`src/rtl/fetch_redirect_ctrl_pkg.sv`:
```
// Shared CPU front-end definitions: datapath width, reset vector, PC step and
// the fetch state encoding used by the PC owner and branch control.
package fetch_redirect_ctrl_pkg;

    localparam int unsigned CPU_XLEN = 32;
    localparam logic [31:0] CPU_RESET_ADDR = 32'h0000_0000;
    localparam int unsigned PC_INC = 4;

    // Kept as plain constants so older netlists and dumps decode identically.
    localparam logic [1:0] ST_IDLE = 2'd0;
    localparam logic [1:0] ST_REQ  = 2'd1;
    localparam logic [1:0] ST_HALT = 2'd2;

    function automatic logic is_misaligned(input logic [1:0] low_bits);
        return low_bits != 2'b00;
    endfunction

endpackage

```
`src/rtl/fetch_redirect_ctrl_if.sv`:
```
// Instruction-memory request/acknowledge bus; the fetch unit is the master.
interface fetch_redirect_ctrl_if
    import fetch_redirect_ctrl_pkg::*;
#(
    parameter int XLEN = CPU_XLEN
);
    logic            req;
    logic [XLEN-1:0] addr;
    logic            ack;
    logic [XLEN-1:0] rdata;

    modport master (output req, output addr, input ack, input rdata);
    modport slave  (input req, input addr, output ack, output rdata);
endinterface

```
`src/rtl/fetch_redirect_ctrl_fetch_buffer.sv`:
```
// One-entry instruction/PC holding register: loads on demand, holds while the
// consumer stalls, drains when consumed and clears on flush.
module fetch_buffer
    import fetch_redirect_ctrl_pkg::*;
#(
    parameter int XLEN = CPU_XLEN
)(
    input  logic            clk,
    input  logic            rst_n,
    input  logic            flush,
    input  logic            load,
    input  logic            stall,
    input  logic [XLEN-1:0] load_inst,
    input  logic [XLEN-1:0] load_pc,
    output logic            valid,
    output logic            free,
    output logic [XLEN-1:0] inst,
    output logic [XLEN-1:0] pc
);

    // Space is available next cycle if empty now or the current entry leaves.
    assign free = !valid || !stall;

    // NOTE: non-blocking assignments so every register here samples pre-edge values.
    always_ff @(posedge clk or negedge rst_n) begin
        if (!rst_n) begin
            valid <= 1'b0;
            // NOTE: the payload is reset too because it is a visible output defined as zero in reset.
            inst  <= '0;
            pc    <= '0;
        end else if (flush) begin
            valid <= 1'b0;
        end else if (load) begin
            valid <= 1'b1;
            inst  <= load_inst;
            pc    <= load_pc;
        end else if (!stall) begin
            valid <= 1'b0;
        end
    end

endmodule

```
`src/rtl/fetch_redirect_ctrl.sv`:
```
// Fetch front end: owns the PC, fetches over a req/ack bus into a one-entry
// buffer, and redirects on taken branches while squashing stale responses.
module fetch_redirect_ctrl
    import fetch_redirect_ctrl_pkg::*;
#(
    parameter int              XLEN       = CPU_XLEN,
    parameter logic [XLEN-1:0] RESET_ADDR = XLEN'(CPU_RESET_ADDR)
)(
    input  logic                  i_clk,
    input  logic                  i_rst_n,
    input  logic                  i_redirect,
    input  logic [XLEN-1:0]       i_target,
    input  logic                  i_stall,
    fetch_redirect_ctrl_if.master imem,
    output logic                  o_inst_valid,
    output logic [XLEN-1:0]       o_inst,
    output logic [XLEN-1:0]       o_pc,
    output logic                  o_flush,
    output logic                  o_misaligned
);

    logic [1:0]      state, state_d;
    logic [XLEN-1:0] pc, pc_d;
    logic [XLEN-1:0] hold_addr;
    logic            discard, discard_d;
    logic            started;
    logic            req, xfer, redirect_ok, target_bad, buf_free, load;

    // The request is held off until the first edge after reset release.
    assign req         = started && (state == ST_REQ);
    assign imem.req    = req;
    assign imem.addr   = discard ? hold_addr : pc;
    assign xfer        = req && imem.ack;
    assign redirect_ok = i_redirect && (state != ST_HALT);
    assign target_bad  = is_misaligned(i_target[1:0]);
    assign load        = xfer && !discard && !i_redirect && buf_free;

    always_comb begin
        // NOTE: every output of this block gets a default first, so no latch is inferred.
        state_d   = state;
        pc_d      = pc;
        discard_d = discard;
        if (redirect_ok) begin
            pc_d      = i_target;
            state_d   = target_bad ? ST_HALT : ST_REQ;
            // A request still waiting for its ack must finish on the old address.
            discard_d = !target_bad && req && !imem.ack;
        end else if (state == ST_REQ) begin
            if (xfer) begin
                discard_d = 1'b0;
                if (load) begin
                    pc_d = pc + XLEN'(PC_INC);
                end else if (!discard) begin
                    // Buffer full and stalled: drop the word and refetch the same PC later.
                    state_d = ST_IDLE;
                end
            end
        end else if (state == ST_IDLE && buf_free) begin
            state_d = ST_REQ;
        end
    end

    always_ff @(posedge i_clk or negedge i_rst_n) begin
        if (!i_rst_n) begin
            state        <= ST_REQ;
            pc           <= RESET_ADDR;
            hold_addr    <= RESET_ADDR;
            discard      <= 1'b0;
            started      <= 1'b0;
            o_flush      <= 1'b0;
            o_misaligned <= 1'b0;
        end else begin
            state   <= state_d;
            pc      <= pc_d;
            discard <= discard_d;
            started <= 1'b1;
            o_flush <= redirect_ok;
            if (!discard) begin
                hold_addr <= pc;
            end
            if (redirect_ok && target_bad) begin
                o_misaligned <= 1'b1;
            end
        end
    end

    fetch_buffer #(
        .XLEN (XLEN)
    ) u_fetch_buffer (
        .clk       (i_clk),
        .rst_n     (i_rst_n),
        .flush     (redirect_ok),
        .load      (load),
        .stall     (i_stall),
        .load_inst (imem.rdata),
        .load_pc   (pc),
        .valid     (o_inst_valid),
        .free      (buf_free),
        .inst      (o_inst),
        .pc        (o_pc)
    );

endmodule

```
`src/flat_wrapper.sv`:
```
// flat-port wrapper written by rule: the top's interface ports become plain ports
module fetch_redirect_ctrl_flat import fetch_redirect_ctrl_pkg::*;
#(
    parameter int              XLEN       = CPU_XLEN,
    parameter logic [XLEN-1:0] RESET_ADDR = XLEN'(CPU_RESET_ADDR)
)
  (i_clk, i_rst_n, i_redirect, i_target, i_stall, o_inst_valid, o_inst, o_pc, o_flush, o_misaligned, imem_req, imem_addr, imem_ack, imem_rdata);
  fetch_redirect_ctrl_if #(.XLEN(XLEN)) imem_i ();
  input  logic i_clk;
  input  logic i_rst_n;
  input  logic i_redirect;
  input  logic [XLEN-1:0] i_target;
  input  logic i_stall;
  output logic o_inst_valid;
  output logic [XLEN-1:0] o_inst;
  output logic [XLEN-1:0] o_pc;
  output logic o_flush;
  output logic o_misaligned;
  output wire logic [$bits(imem_i.req)-1:0] imem_req;
  output wire logic [$bits(imem_i.addr)-1:0] imem_addr;
  input wire logic [$bits(imem_i.ack)-1:0] imem_ack;
  input wire logic [$bits(imem_i.rdata)-1:0] imem_rdata;
  assign imem_req = imem_i.req;
  assign imem_addr = imem_i.addr;
  assign imem_i.ack = imem_ack;
  assign imem_i.rdata = imem_rdata;
  fetch_redirect_ctrl #(.XLEN(XLEN), .RESET_ADDR(RESET_ADDR)) u_core (.i_clk(i_clk), .i_rst_n(i_rst_n), .i_redirect(i_redirect), .i_target(i_target), .i_stall(i_stall), .imem(imem_i), .o_inst_valid(o_inst_valid), .o_inst(o_inst), .o_pc(o_pc), .o_flush(o_flush), .o_misaligned(o_misaligned));
endmodule
```
`config.mk`:
```
export PLATFORM = sky130hd
export DESIGN_NAME = fetch_redirect_ctrl_flat
export DESIGN_NICKNAME = d
export VERILOG_FILES = /design/src/rtl/fetch_redirect_ctrl_pkg.sv /design/src/rtl/fetch_redirect_ctrl_if.sv /design/src/rtl/fetch_redirect_ctrl_fetch_buffer.sv /design/src/rtl/fetch_redirect_ctrl.sv /design/src/flat_wrapper.sv
export SDC_FILE = /design/constraint.sdc
export NUM_CORES = 1
export LEC_CHECK = 0
export ABC_CLOCK_PERIOD_IN_PS = 2600
export CAP_MARGIN = 20
export CORE_MARGIN = 10
export CORE_UTILIZATION = 47
export DETAILED_ROUTE_END_ITERATION = 10
export MAX_ROUTING_LAYER = met4
export PLACE_DENSITY_LB_ADDON = 0.25
export SYNTH_ARGS = -nofsm -noshare
export SYNTH_HDL_FRONTEND = slang
export SYNTH_SLANG_ARGS = --single-unit
```
`constraint.sdc`:
```
create_clock -name i_clk -period 2.6 [get_ports i_clk]
set_input_delay 0.78 -clock i_clk [delete_from_list [all_inputs] [get_ports i_clk]]
set_output_delay 0.78 -clock i_clk [all_outputs]
set_load 0.02 [all_outputs]
```
==> impl_metrics.toml <==
[sta]
tightest_slew_ps = 520.3
slew_viol_final = 0
fin_ws_ps = 82.15
fmax_ghz = 0.3972
setup_viol = 0
finalClockSkew_ps = 10.79
rsz0062_at_grt = "false"
hold_violations = 0
relSlewSlack = 0.6503
period_needed_ps = 2518
setup_tns_ps = 0
fin_crit_sh = 0.9684

[pwr]
peakVddDrop_v = 0.0004756
switching_power_mw = 0.8722
p_leak_nw = 4.043
power_frac_seq = 0.479
power.share.clock = 0.483
power_density_nw_per_um2 = 530.6
combinationalPowerShare = 0.038
p_int_mw = 3.520
power.total_mw = 4.392
swShare = 0.1986

[critical_path]
path_class = "reg -> out"
crit_path_end_kind = "primary output"
cp_slowest_cell = "dfrtp_2"
r2r-end = "u_core.pc[23]"
timing.rr.start = "u_core.pc[10]"
critical_path.endpoint = "imem_addr[30]"
rrSetupSlack_ps = 520
critPathLaunchType = "register"
critPathLaunch = "u_core.discard"
critPathMaxFanout = 25
worstPathArrival_ps = 1740
reg2reg_depth = 5
path_cells = "buf_12 > mux2_2 > dlygate4sd2_1"
critPathMaxStageDelay_ps = 410
cp.required_ps = 1820

[worst_hold_path]
min_path_type = "in -> async"

[floorplanning]
row_count = 40
initial_core_util = 0.4787
dieArea_um2 = 17000
die_w_um = 130.4
core_um2 = 11960
die_h_um = 130.4
io_pins = 169

[cells_and_area]
diodes = 0
drive_above_1_share = 0.1247
layout_commonest_cell = "nand2_1"
nNetsFinal = 851
final_cell_mix = "225 x nand2_1, 134 x clkdlybuf4s50_1, 133 x dfrtp_1"
syn2layout_area_growth_pct = 44.58

[run_status]
status = "completed"

[clocking]
clockRootBuffer = "clkbuf_16"
clock_latency_ps = 420
cts.path.max_buffers = 2
htreeDepth = 4
cts_tree = "yes"
cts_buffers = 17
cts.sink_count = 135
clk_pin_slew_ps = 50

[route]
drtAntennaViolNets = 0
wl_per_cell_um = 17.85
initialDrtViolationCount = 321
drc_errors = 0
dr.pass1.iters = 6
vias_per_cell = 5.300
vias = 4987
finalWirelength_um = 16790

[synth]
synth_nets = 659
netlist_area_um2 = 5725
ys_async_sr_fraction = 1.000
ys_warn_count = 0
synth_seq_cells = 135
post_synth_inst_count = 589
ys_top_cells_by_area = "dfrtp_1 59%, nand2_1 15%, mux2_2 5.1%"
ys_types = 49
synth_top_cell_area_share = 0.5857
synth_flop_cell = "dfrtp_1"
synth_edf_count = 0
avgSynthCellArea_um2 = 9.721
synth_top_cell_by_area = "dfrtp_1"
yosysSeqAreaShare = 0.5903

[grt]
grt_pass1_wl_um = 26870
grt_pass1_vias = 5165
overflow = 0
grt_usage = 0.2076
grt_antenna_before_repair = 0
grt_max_degree = 57

[placement]
gp_congestion = 0.9131
portBuffers = 168
hpwl_um = 12690
dp_slack_ps = -26.67

[job]
drv_cap = 0
registers in the layout (all words and copies together), names as in the netlist:
| register | cells |
|---|---|
| u_core.discard | 1 |
| u_core.hold_addr | 32 |
| u_core.o_flush | 1 |
| u_core.o_misaligned | 1 |
| u_core.pc | 32 |
| u_core.started | 1 |
| u_core.state | 2 |
| u_core.u_fetch_buffer.inst | 32 |
| u_core.u_fetch_buffer.pc | 32 |
| u_core.u_fetch_buffer.valid | 1 |
worst min path at each step:
stage	start	slack, ps	depth (start not counted)	to
floorplan	u_core.pc[0]	460	2	u_core.u_fetch_buffer.pc[0]
CTS	i_rst_n	270	1	u_core.u_fetch_buffer.inst[24]
global route	i_rst_n	280	1	u_core.u_fetch_buffer.inst[24]
detailed placement	u_core.u_fetch_buffer.pc[16]	460	2	u_core.u_fetch_buffer.pc[16]
global placement	u_core.u_fetch_buffer.inst[30]	460	2	u_core.u_fetch_buffer.inst[30]
finish	i_rst_n	260	1	u_core.u_fetch_buffer.inst[24]
area by class of cell:
type / instances / area, um2
fill: 943 / 3684
sequential: 135 / 3381
multi-input combinational: 418 / 2208
timing repair buffer: 202 / 1951
clock buffer: 29 / 510.5
tap: 147 / 183.9
inverter: 7 / 26.28
clock inverter: 3 / 17.52
worst max-delay path: cells and delay by family (launching register included):
kind / cells / cell delay (ps)
DFF: 1 / 410
muxes: 1 / 370
buffers and inverters: 2 / 520
metrics by stage:
step                      instance area (um2)    util  std cells  hold WS [ps]
after floorplan                          5725       -        589         456.7
after global placement                   7772  0.6498        907         458.9
after detailed placement                 7772  0.6498        907         460.7
after CTS                                8278  0.6921        941         271.0
after global routing                     8278  0.6921        941         276.4
final                                    8278  0.6921        941         262.3
cells by family after synthesis:
family | share of synthesized area
simple gates | 0.2430
compound gates | 0.05857
buf+inv | 0.02644
xor+xnor | 0.02600
flops | 0.5903
fa+ha+maj | 0.002185
mux | 0.05288
other cells | 0.0006550
power groups by stage:
stage | Combinational (mW) | Sequential [mW] | Clock (mW)
3_3_place_gp | 0.167 | 2.14 | 0
2_1_floorplan | 0.00389 | 2.14 | 0
4_1_cts | 0.171 | 2.10 | 2.16
5_1_grt | 0.182 | 2.10 | 2.27
6_report | 0.167 | 2.10 | 2.12
3_5_place_dp | 0.169 | 2.14 | 0
repair_timing:
item / in CTS / in global routing
resized for setup: 35 / 0
buffers inserted: 2 / 0
endpoints found under the setup margin: 33 / 0
hold buffers: 0 / 0
routing by layer:
metal	part of all wire	GRT usage
met5	0	-
met3	0.085	0.06366
met4	0.019	0.07717
met2	0.48	0.3317
met1	0.42	0.2437
cells in the mapped netlist (3+ instances only):
cell / count
clkbuf_1: 15
o21ai_0: 35
or3_1: 3
nand4_1: 15
and2_1: 3
dfrtp_1: 134
nand2_1: 225
buf_1: 10
and3_1: 8
nand2b_1: 3
mux2_2: 26
nor3_1: 11
nor2_1: 12
nand3_1: 10
xor2_1: 4
inv_1: 6
nor4_1: 6
a31oi_1: 4
a21oi_1: 8
xnor2_1: 13
Power figures use the tool's default switching activity.
